File: src/rtl/id_ex_stage_reg.sv
// ID/EX pipeline boundary: captures decoded operands and control, inserts flush and
// load-use bubbles, registers EX forwarding selects and counts hazard bubbles.
module id_ex_stage_reg #(
    parameter int DATA_W = 32,
    parameter int REG_AW = 5,
    parameter int CMD_W  = 4,
    parameter int CNT_W  = 16
) (
    input  logic              clk,
    input  logic              rst,
    input  logic              freeze,
    input  logic              flush,
    input  logic              in_valid,
    input  logic [DATA_W-1:0] in_pc,
    input  logic [DATA_W-1:0] in_val1,
    input  logic [DATA_W-1:0] in_reg2,
    input  logic [DATA_W-1:0] in_val2,
    input  logic [REG_AW-1:0] in_src1,
    input  logic [REG_AW-1:0] in_src2,
    input  logic              in_src2_used,
    input  logic [REG_AW-1:0] in_dest,
    input  logic              in_wb_en,
    input  logic [1:0]        in_mem_sig,
    input  logic [1:0]        in_br_type,
    input  logic [CMD_W-1:0]  in_exe_cmd,
    input  logic [REG_AW-1:0] mem_dest,
    input  logic              mem_wb_en,
    output logic              ex_valid,
    output logic [DATA_W-1:0] ex_pc,
    output logic [DATA_W-1:0] ex_val1,
    output logic [DATA_W-1:0] ex_reg2,
    output logic [DATA_W-1:0] ex_val2,
    output logic [REG_AW-1:0] ex_dest,
    output logic              ex_wb_en,
    output logic [1:0]        ex_mem_sig,
    output logic [1:0]        ex_br_type,
    output logic [CMD_W-1:0]  ex_exe_cmd,
    output logic [1:0]        ex_fwd1_sel,
    output logic [1:0]        ex_fwd2_sel,
    output logic              hazard_stall,
    output logic [CNT_W-1:0]  stall_count
);

    localparam logic [1:0] FWD_NONE = 2'b00;
    localparam logic [1:0] FWD_MEM  = 2'b01;
    localparam logic [1:0] FWD_WB   = 2'b10;

    logic              ex_valid_reg;
    logic [DATA_W-1:0] ex_pc_reg;
    logic [DATA_W-1:0] ex_val1_reg;
    logic [DATA_W-1:0] ex_reg2_reg;
    logic [DATA_W-1:0] ex_val2_reg;
    logic [REG_AW-1:0] ex_dest_reg;
    logic              ex_wb_en_reg;
    logic [1:0]        ex_mem_sig_reg;
    logic [1:0]        ex_br_type_reg;
    logic [CMD_W-1:0]  ex_exe_cmd_reg;
    logic [1:0]        ex_fwd1_sel_reg;
    logic [1:0]        ex_fwd2_sel_reg;
    logic [CNT_W-1:0]  stall_count_reg;

    logic              load_in_ex;
    logic              hazard_next;
    logic              bubble_next;
    logic              ex_writes_reg;
    logic              mem_writes_reg;
    logic [1:0]        fwd1_next;
    logic [1:0]        fwd2_next;
    logic [CNT_W-1:0]  stall_count_next;

    // A load in EX cannot supply its data until it leaves MEM, so a consumer in ID must wait one cycle.
    always_comb begin
        load_in_ex  = ex_valid_reg && ex_mem_sig_reg[0] && (ex_dest_reg != '0);
        hazard_next = 1'b0;
        if (!flush && in_valid && load_in_ex) begin
            hazard_next = (ex_dest_reg == in_src1) ||
                          (in_src2_used && (ex_dest_reg == in_src2));
        end
        bubble_next = flush || hazard_next || !in_valid;
    end

    assign ex_writes_reg  = ex_valid_reg && ex_wb_en_reg && (ex_dest_reg != '0);
    assign mem_writes_reg = mem_wb_en && (mem_dest != '0);

    // One select generator per source operand; index 0 is rs, index 1 is rt.
    generate
        for (genvar gi = 0; gi < 2; gi++) begin : g_fwd
            logic [REG_AW-1:0] src;
            logic              used;
            logic [1:0]        sel;

            if (gi == 0) begin : g_rs
                assign src  = in_src1;
                assign used = 1'b1;
            end else begin : g_rt
                assign src  = in_src2;
                assign used = in_src2_used;
            end

            // The younger producer (currently in EX) wins over the older one in MEM.
            always_comb begin
                sel = FWD_NONE;
                if (used) begin
                    if (ex_writes_reg && (ex_dest_reg == src)) begin
                        sel = FWD_MEM;
                    end else if (mem_writes_reg && (mem_dest == src)) begin
                        sel = FWD_WB;
                    end
                end
            end
        end
    endgenerate

    assign fwd1_next = g_fwd[0].sel;
    assign fwd2_next = g_fwd[1].sel;

    always_comb begin
        stall_count_next = stall_count_reg;
        if (hazard_next && (stall_count_reg != {CNT_W{1'b1}})) begin
            stall_count_next = stall_count_reg + CNT_W'(1);
        end
    end

    always_ff @(posedge clk) begin
        if (rst) begin
            ex_valid_reg    <= 1'b0;
            ex_pc_reg       <= '0;
            ex_val1_reg     <= '0;
            ex_reg2_reg     <= '0;
            ex_val2_reg     <= '0;
            ex_dest_reg     <= '0;
            ex_wb_en_reg    <= 1'b0;
            ex_mem_sig_reg  <= '0;
            ex_br_type_reg  <= '0;
            ex_exe_cmd_reg  <= '0;
            ex_fwd1_sel_reg <= FWD_NONE;
            ex_fwd2_sel_reg <= FWD_NONE;
            stall_count_reg <= '0;
        end else if (!freeze) begin
            // Data fields are don't-care inside a bubble, so they always follow ID.
            ex_pc_reg       <= in_pc;
            ex_val1_reg     <= in_val1;
            ex_reg2_reg     <= in_reg2;
            ex_val2_reg     <= in_val2;
            stall_count_reg <= stall_count_next;
            if (bubble_next) begin
                ex_valid_reg    <= 1'b0;
                ex_dest_reg     <= '0;
                ex_wb_en_reg    <= 1'b0;
                ex_mem_sig_reg  <= '0;
                ex_br_type_reg  <= '0;
                ex_exe_cmd_reg  <= '0;
                ex_fwd1_sel_reg <= FWD_NONE;
                ex_fwd2_sel_reg <= FWD_NONE;
            end else begin
                ex_valid_reg    <= 1'b1;
                ex_dest_reg     <= in_dest;
                ex_wb_en_reg    <= in_wb_en;
                ex_mem_sig_reg  <= in_mem_sig;
                ex_br_type_reg  <= in_br_type;
                ex_exe_cmd_reg  <= in_exe_cmd;
                ex_fwd1_sel_reg <= fwd1_next;
                ex_fwd2_sel_reg <= fwd2_next;
            end
        end
    end

    assign ex_valid     = ex_valid_reg;
    assign ex_pc        = ex_pc_reg;
    assign ex_val1      = ex_val1_reg;
    assign ex_reg2      = ex_reg2_reg;
    assign ex_val2      = ex_val2_reg;
    assign ex_dest      = ex_dest_reg;
    assign ex_wb_en     = ex_wb_en_reg;
    assign ex_mem_sig   = ex_mem_sig_reg;
    assign ex_br_type   = ex_br_type_reg;
    assign ex_exe_cmd   = ex_exe_cmd_reg;
    assign ex_fwd1_sel  = ex_fwd1_sel_reg;
    assign ex_fwd2_sel  = ex_fwd2_sel_reg;
    assign hazard_stall = hazard_next;
    assign stall_count  = stall_count_reg;

endmodule

File: config.mk
export PLATFORM = sky130hd
export DESIGN_NAME = id_ex_stage_reg
export DESIGN_NICKNAME = d
export VERILOG_FILES = /design/src/rtl/id_ex_stage_reg.sv
export SDC_FILE = /design/constraint.sdc
export NUM_CORES = 1
export LEC_CHECK = 0
export CORE_MARGIN = 2
export CORE_UTILIZATION = 39
export CTS_CLUSTER_SIZE = 24
export DETAILED_ROUTE_END_ITERATION = 10
export PLACE_DENSITY = 0.87
export SLEW_MARGIN = 20
export SYNTH_ARGS = -nofsm -noshare
export SYNTH_HDL_FRONTEND = slang
export SYNTH_SLANG_ARGS = --single-unit
export TNS_END_PERCENT = 10
File: constraint.sdc
create_clock -name clk -period 2.5 [get_ports clk]
set_input_delay 0.625 -clock clk [delete_from_list [all_inputs] [get_ports clk]]
set_output_delay 0.625 -clock clk [all_outputs]
set_load 0.1 [all_outputs]
Yosys cells after proc, flatten, opt, wreduce, memory -nomap -nowiden
Cells that the tools add are included.
W data, S select, Z words.
{ "totals": {"regBits": 163, "elab_cells": 55, "in_bits": 164, "out_inout_bits": 164} }
{ "op_classes": {"reduce_logical": 21, "bitwise_logic": 1, "mux": 14, "add_sub_neg": 1, "n_eq_ne": 5} }
{ "ops": {"columns": ["cell", "n"], "rows": [
  ["$eq A5 B5 Y1", 4],
  ["$mux W2", 9],
  ["$add A16 B1 Y16 const B", 1],
  ["$ne A16 B16 Y1 const B", 1],
  ["$logic_and A1 B1 Y1", 13],
  ["$reduce_bool A5 Y1", 2],
  ["$mux W5", 1],
  ["$mux W4", 1],
  ["$logic_or A1 B1 Y1", 3],
  ["$mux W1", 3],
  ["$logic_not A1 Y1", 2],
  ["$reduce_and A2 Y1", 1],
  ["$not A1 Y1", 1]
]} }

Logic depth before layout (Yosys ltp)
Gate-level depths: netlist of the first run.
{ "logic_depth": {"word_depth": 7, "mapped_depth": 8, "ltp_nobuf": 6} }

Worst setup path after synthesis of the first run
Ideal clock, no wire load.
{ "synth_timing": {"kind": "reg-to-output", "from": "register ex_dest_reg[2] (netlist: ex_dest[2])", "to": "output port hazard_stall", "t_required_ns": 1.875, "n_path_buf": 2, "path_slack_ns": -2.270, "arrival_time_ns": 4.145, "stages_incl_launch_ff": 7, "cell_sequence": "dfxtp_1 xor2_1 nor4_2 a32oi_2 buf_2 buf_2 nor3_1"} }
{ "synth_via": {"elab_chain_cells": 4, "elab_cells_between_ends": 8, "cone_classes": "eq/ne (2); mux (1); reduce/logical (5)"} }
{ "synth_rtl": {"columns": ["element", "line_no", "text"], "rows": [
  ["start: declaration", "53", "logic [REG_AW-1:0] ex_dest_reg;"],
  ["start signal: assignment", "157", "ex_dest_reg <= in_dest;"],
  ["$eq A5 B5 Y1 / $reduce_bool A5 Y1 (equally long branches)", "77, 73", null],
  ["$logic_and A1 B1 Y1 (on tied branches)", "77, 73", null],
  ["$logic_or A1 B1 Y1 / $logic_and A1 B1 Y1 (equally long branches)", "76, 75", null],
  ["$mux W1 *", "75", "if (!flush && in_valid && load_in_ex) begin"],
  ["end: declaration", "40", "output logic hazard_stall,"]
]} }
Mark *: on every way between the ends. The rest lies on a longest branch, timed or not.

Final worst setup path of the first run
{ "layout_timing": {"from": "input port in_src2[4]", "to": "output port hazard_stall"} }
{ "layout_via": {"elab_chain_cells": 4} }
{ "layout_rtl": {"columns": ["element", "line_no", "text"], "rows": [
  ["start: declaration", "19", "input logic [REG_AW-1:0] in_src2,"],
  ["$eq A5 B5 Y1", "77", "(in_src2_used && (ex_dest_reg == in_src2));"],
  ["$logic_and A1 B1 Y1", "77", null],
  ["$logic_or A1 B1 Y1", "76", "hazard_next = (ex_dest_reg == in_src1) ||"],
  ["$mux W1", "75", null]
]} }
No other way between the ends.

==> results of run 1 <==
-- placed cells by master, fill, tap and decap left out, types with 2 or more instances in the layout --
cell / n
inv_8: 3
nor4_1: 2
o31ai_1: 15
clkdlybuf4s50_1: 153
dfxtp_1: 158
buf_2: 3
xor2_1: 12
nor2_1: 133
buf_12: 4
clkbuf_16: 17
buf_4: 187
nor4_4: 2
dfxtp_4: 5
clkbuf_1: 2
nor2b_1: 2
or4_1: 14
clkinv_4: 5
clkdlybuf4s15_1: 4
nand2_1: 9
nand4_1: 10
nand3_1: 4
inv_6: 4
mux2i_1: 128
and3_1: 2
a21oi_1: 15
a22o_1: 13
or2_2: 2
xnor2_1: 4
and2_1: 2
inv_1: 2
xor2_2: 3
nor3_1: 2
o21ai_0: 5
-- final cells by class --
cell class              count  area (µm²)  share of cell area
clock buffers              19         433              0.0431
well taps                 216         270              0.0269
flip-flops and latches    163        3280               0.327
inverters                   2        7.51            0.000748
repair buffers            353        3090               0.307
multi-input cells         398        2840               0.283
clock inverters            13         118              0.0117
-- power by group through the flow --
stage / clock network, mW / registers [mW] / logic, mW
after detailed placement: 0 / 2.85 / 1.77
after global routing: 2.62 / 2.81 / 1.85
final: 2.44 / 2.80 / 1.78
after CTS: 2.50 / 2.80 / 1.78
after global placement: 0 / 2.84 / 1.76
after floorplan: 0 / 3.76 / 0.297
-- worst max-delay path by stage --
stage	from	end	slack, ns	cells after the start
after floorplan	in_src2[0]	hazard_stall	-0.47	6
after detailed placement	in_src2[0]	hazard_stall	-0.33	6
after CTS	ex_dest[2]	hazard_stall	-0.05	5
after global routing	in_src1[4]	hazard_stall	-0.08	6
after global placement	in_src2[0]	hazard_stall	-0.29	6
final	in_src2[4]	hazard_stall	0.0009	5
-- repair_timing --
action | CTS | global route
resized for setup | 23 | 8
setup buffers | 3 | 4
endpoints found under the setup margin | 1 | 1
gates cloned | 0 | 0
pin swaps | 7 | 5
-- kinds of logic (layout without fill, tap and decap cells) --
kind of cell / after synthesis / count (layout) / synth area share
AND/OR/NAND/NOR: 195 / 195 / 0.146
flip-flops: 163 / 163 / 0.524
XOR/XNOR: 20 / 20 / 0.0281
multiplexers: 129 / 129 / 0.208
buffers and inverters: 43 / 387 / 0.0304
adder cells (fa/ha/maj): 1 / 1 / 0.00201
AO/OA/AOI/OAI: 53 / 53 / 0.0615
-- metrics by stage --
stage | cells | setup TNS (ns) | hold slack [ns] | total power, mW
3_5_place_dp | 1125 | -7.13 | 0.460 | 4.62
6_report | 1164 | 0 | 0.456 | 7.02
2_1_floorplan | 604 | -0.533 | 0.714 | 4.06
5_1_grt | 1164 | -0.0756 | 0.450 | 7.27
4_1_cts | 1160 | -0.0496 | 0.437 | 7.07
3_3_place_gp | 1125 | -5.36 | 0.445 | 4.60
-- per-layer routing --
layer	wire length [µm]	track usage	up-vias
met3	1620	0.0841	37
met1	7280	0.234	2679
li1	-	-	2774
met4	469	0.0801	0
met2	9260	0.343	216
met5	0	0	-
==> impl_metrics.toml, run 1 <==
[outcome]
outcome = "finished, final reports clean"

[setup_path]
slowest_stage = "clkdlybuf4s50_1"
critPathMaxFanout = 2
cp.buffers_inverters = 2
reg2reg_depth = 8
crit_type = "primary input to output pin"
crit_family = "buffers and inverters"
r2r_end = "stall_count[3]"
crit_chain = "clkdlybuf4s50_1 -> xnor2_2 -> a32oi_2 -> nor3_4 -> buf_12"
worst_setup_path_end_kind = "output pin"
slowest_delay_ns = 0.53
start_kind = "primary input"
cp.arrival_ns = 1.87
rr_startpoint = "ex_dest[0]"
required_ns = 1.88
r2r_slack_ns = 0.23

[yosys]
yosys_warnings = 0
yosysMostFrequentCell = "dfxtp_1"
ys_ff_latch = 163
yosys.area.top_type = "dfxtp_1"
synth_edf_count = 0
synthTopCellsByCount = "163 x dfxtp_1, 133 x nor2_1, 128 x mux2i_1"
synth_fp_nets = 769
netlist_area_um2 = 6220
ys_seq_area_frac = 0.524
synthTopCellsByArea = "dfxtp_1 52%, mux2i_1 21%, nor2_1 8.0%, xor2_1 2.1%, a22o_1 1.8%"
syn_area_per_cell_um2 = 10.3
ys_async_sr_fraction = 0
netlist.area_leader.share = 0.524
ys_types = 42
syn_inst = 604
synth-main-ff-cell = "dfxtp_1"

[sta]
grt_setup_unrepaired = "yes"
hold_violations = 0
fin_crit_sh = 1.00
final-max-slew-violation-count = 0
clock_skew_ns = 0.00754
setup_violations = 0
worst_slew_pin_slew_ns = 1.03
fmax_mhz = 400
timing.final.ws_setup_ns = 0.000934
maxSlewHeadroom = 0.311
period_needed_ns = 2.50

[power]
peakVddDrop_mv = 0.407
pwr-share-clk = 0.348
p_seq_frac = 0.398
p_sw_mw = 2.44
p_sw_frac = 0.347
power_leakage_nw = 4.55
p_comb_frac = 0.254
p_int_mw = 4.58
power_density_nw_per_um2 = 699

[place]
gp_congestion = 0.835
dp_worst_setup_slack_ns = -0.331
hpwl_um = 13600
io_buffers = 327
placed_area_um2 = 9400

[finish]
drive_gt1_frac = 0.262
syn2layout_area_growth_pct = 61.3
num_antenna_cells = 0
stdcell_area_um2 = 10000
n_fill_cell = 1262
post-route-util = 0.639
nNetsFinal = 1100

[min_path]
holdPathStages = 2
min_to = "stall_count[9]"
worstHoldPathType = "primary input to flip-flop"
worstHoldStart = "rst"

[route]
drt-initial-drc-count = 260
drt_pass1_iterations = 4
remaining_drc_errors = 0
via_count = 5706
wl_per_cell_um = 16.0
totalWireLength_um = 18600
ant_nets = 0
vias_per_cell = 4.90

[die]
initial_core_util = 0.396
rows = 46
coreArea_um2 = 15700
dieArea_um2 = 17000
die_w_um = 130
io_pins = 328
die_h_um = 130

[global_route]
gr-total-overflow = 0
grt_pass1_vias = 5407
grt_usage = 0.205
grt_max_degree = 129
antenna_found_initial = 0
grt_pass1_wl_um = 27200

[cts]
ctsHoldBuffers = 0
cts_buffers = 17
htreeDepth = 4
clock-sinks = 163
insertion_delay_ns = 0.41
cts_root_buffer = "clkbuf_16"
cts_tree = "done"
path_clk_slew_ns = 0.07
cts_buffer_depth = 2

[flow_run]
drv_cap = 0
Power figures use the tool's default switching activity.
==> run 2, diff against run 1 <==
- CTS_CLUSTER_SIZE: 24 -> 14
- GPL_TIMING_DRIVEN: unset -> 0
==> run 2 against run 1 <==
The run now ends with setup timing left. Critical endpoint unchanged. Highest routed layer is now met5. First-iteration DRC count increased by 4.6%. Flip-flop and latch count unchanged. Total power increased by 3.8%.
==> impl_metrics.toml, run 2 (synthesis gave the netlist of run 1 again) <==
[route]
wl_per_cell_um = 17.2
via_count = 5870
drt-initial-drc-count = 272
drt_pass1_iterations = 7
remaining_drc_errors = 0
totalWireLength_um = 20400
vias_per_cell = 4.96
ant_nets = 0

[setup_path]
required_ns = 1.88
cp.arrival_ns = 1.88
reg2reg_depth = 9
critPathMaxFanout = 2
start_kind = "primary input"
r2r_end = "ex_fwd1_sel[0]"
worst_setup_path_end_kind = "output pin"
crit_end = "hazard_stall"
r2r_slack_ns = 0.19
rr_startpoint = "ex_dest[0]"
cp-startpoint = "in_src2[4]"
crit_type = "primary input to output pin"

[flow_run]
drv_cap = 0

[finish]
instances_no_fill = 1183
nNetsFinal = 1118
drive_gt1_frac = 0.0694
mostFrequentLayoutCell = "dlygate4sd2_1"
syn2layout_area_growth_pct = 64.9
final_cell_mix = "164 x dlygate4sd2_1, 158 x dfxtp_1, 154 x clkdlybuf4s50_1"
post-route-util = 0.653

[cts]
clock-sinks = 163
htreeDepth = 4
cts_buffer_depth = 2
ctsHoldBuffers = 0
cts_tree = "done"
insertion_delay_ns = 0.42
path_clk_slew_ns = 0.06
cts_buffers = 17
cts_root_buffer = "clkbuf_16"

[place]
io_buffers = 326
dp_cells = 1146
hpwl_um = 15400
gp_congestion = 0.865

[outcome]
violations = "setup timing"
outcome = "finished with violations"

[sta]
setup_violations = 1
whs_ns = 0.452
worst_slew_pin_slew_ns = 1.07
hold_violations = 0
maxSlewHeadroom = 0.289
timing.final.ws_setup_ns = -0.00870
fmax_mhz = 399
final-max-slew-violation-count = 0
period_needed_ns = 2.51
grt_setup_unrepaired = "yes"
clock_skew_ns = 0.00931
fin_crit_sh = 1.00

[global_route]
grt_usage = 0.236
antenna_found_initial = 1
grt_pass1_vias = 5949
grt_max_degree = 17
grt_pass1_wl_um = 30700
gr-total-overflow = 0

[power]
power_leakage_nw = 4.89
peakVddDrop_mv = 0.448
power_density_nw_per_um2 = 709

[die]
coreArea_um2 = 15700
initial_core_util = 0.396
die_h_um = 130
die_w_um = 130
io_pins = 328
dieArea_um2 = 17000
rows = 46

[min_path]
worstHoldPathType = "flip-flop to flip-flop"
run 2: cell types whose count changed in the layout (fill, tap and decap cells not counted), sizes merged:
cell | previous run | this run
buf | 195 | 30
bufinv | 0 | 4
clkbuf | 20 | 40
clkdlybuf4s15 | 4 | 3
clkdlybuf4s50 | 153 | 154
clkinv | 6 | 8
diode | 0 | 1
dlygate4sd2 | 0 | 164
inv | 9 | 2
run 2: repair_timing:
item                                    in CTS  in global routing
endpoints found under the setup margin     164                 30
pin swaps                                    4                  5
resized for setup                          186                 13
gates cloned                                 0                  0
setup buffers                                3                  3
run 2: through the flow:
stage	worst slack, ns	instance area, µm²	total power [mW]	setup TNS, ns
floorplan	-0.473	6260	4.06	-0.533
global placement	-1.63	9800	4.65	-30.75
detailed placement	-1.61	9800	4.67	-29.65
CTS	-0.200	10200	7.34	-0.200
global route	-0.0735	10300	7.53	-0.0735
finish	-0.00870	10300	7.28	-0.00870
run 2: metal layers:
metal,GRT usage,share of wire,vias to the layer above
met5,0,0.00069,-
met4,0.0989,0.028,2
met3,0.0951,0.091,39
met2,0.401,0.50,238
met1,0.262,0.38,2781
li1,-,-,2810
run 2: final cells by class:
| cell class | count | area [µm²] |
|---|---|---|
| Antenna cell | 1 | 2.50 |
| Timing Repair Buffer | 332 | 3090 |
| Fill cell | 1299 | 5450 |
| Clock inverter | 12 | 183 |
| Multi-Input combinational cell | 398 | 2820 |
| Tap cell | 216 | 270 |
| Buffer | 39 | 173 |
| Inverter | 2 | 7.51 |
| Sequential cell | 163 | 3280 |
| Clock buffer | 20 | 437 |
run 2: where the power goes:
part           switching, mW  total (mW)  internal [mW]
Sequential            0.0677        2.79           2.72
Clock                   1.08        2.76           1.68
Combinational           1.24        1.73          0.487
run 2: worst min-delay path by stage:
stage / end / depth (start not counted) / slack [ns] / startpoint
finish: ex_fwd1_sel[1] / 2 / 0.45 / ex_fwd1_sel[1]
global route: ex_fwd1_sel[1] / 2 / 0.50 / ex_fwd1_sel[1]
CTS: ex_fwd1_sel[1] / 2 / 0.46 / ex_fwd1_sel[1]
detailed placement: ex_fwd1_sel[1] / 2 / 0.45 / ex_fwd1_sel[1]
global placement: ex_fwd2_sel[0] / 1 / 0.45 / ex_fwd2_sel[0]
floorplan: ex_dest[0] / 1 / 0.71 / ex_dest[0]
run 2: critical path, cell delays in order:
cell	delay, ns
clkdlybuf4s50_1	0.56
xnor2_2	0.15
a32oi_2	0.17
nor3_4	0.18
buf_12	0.20
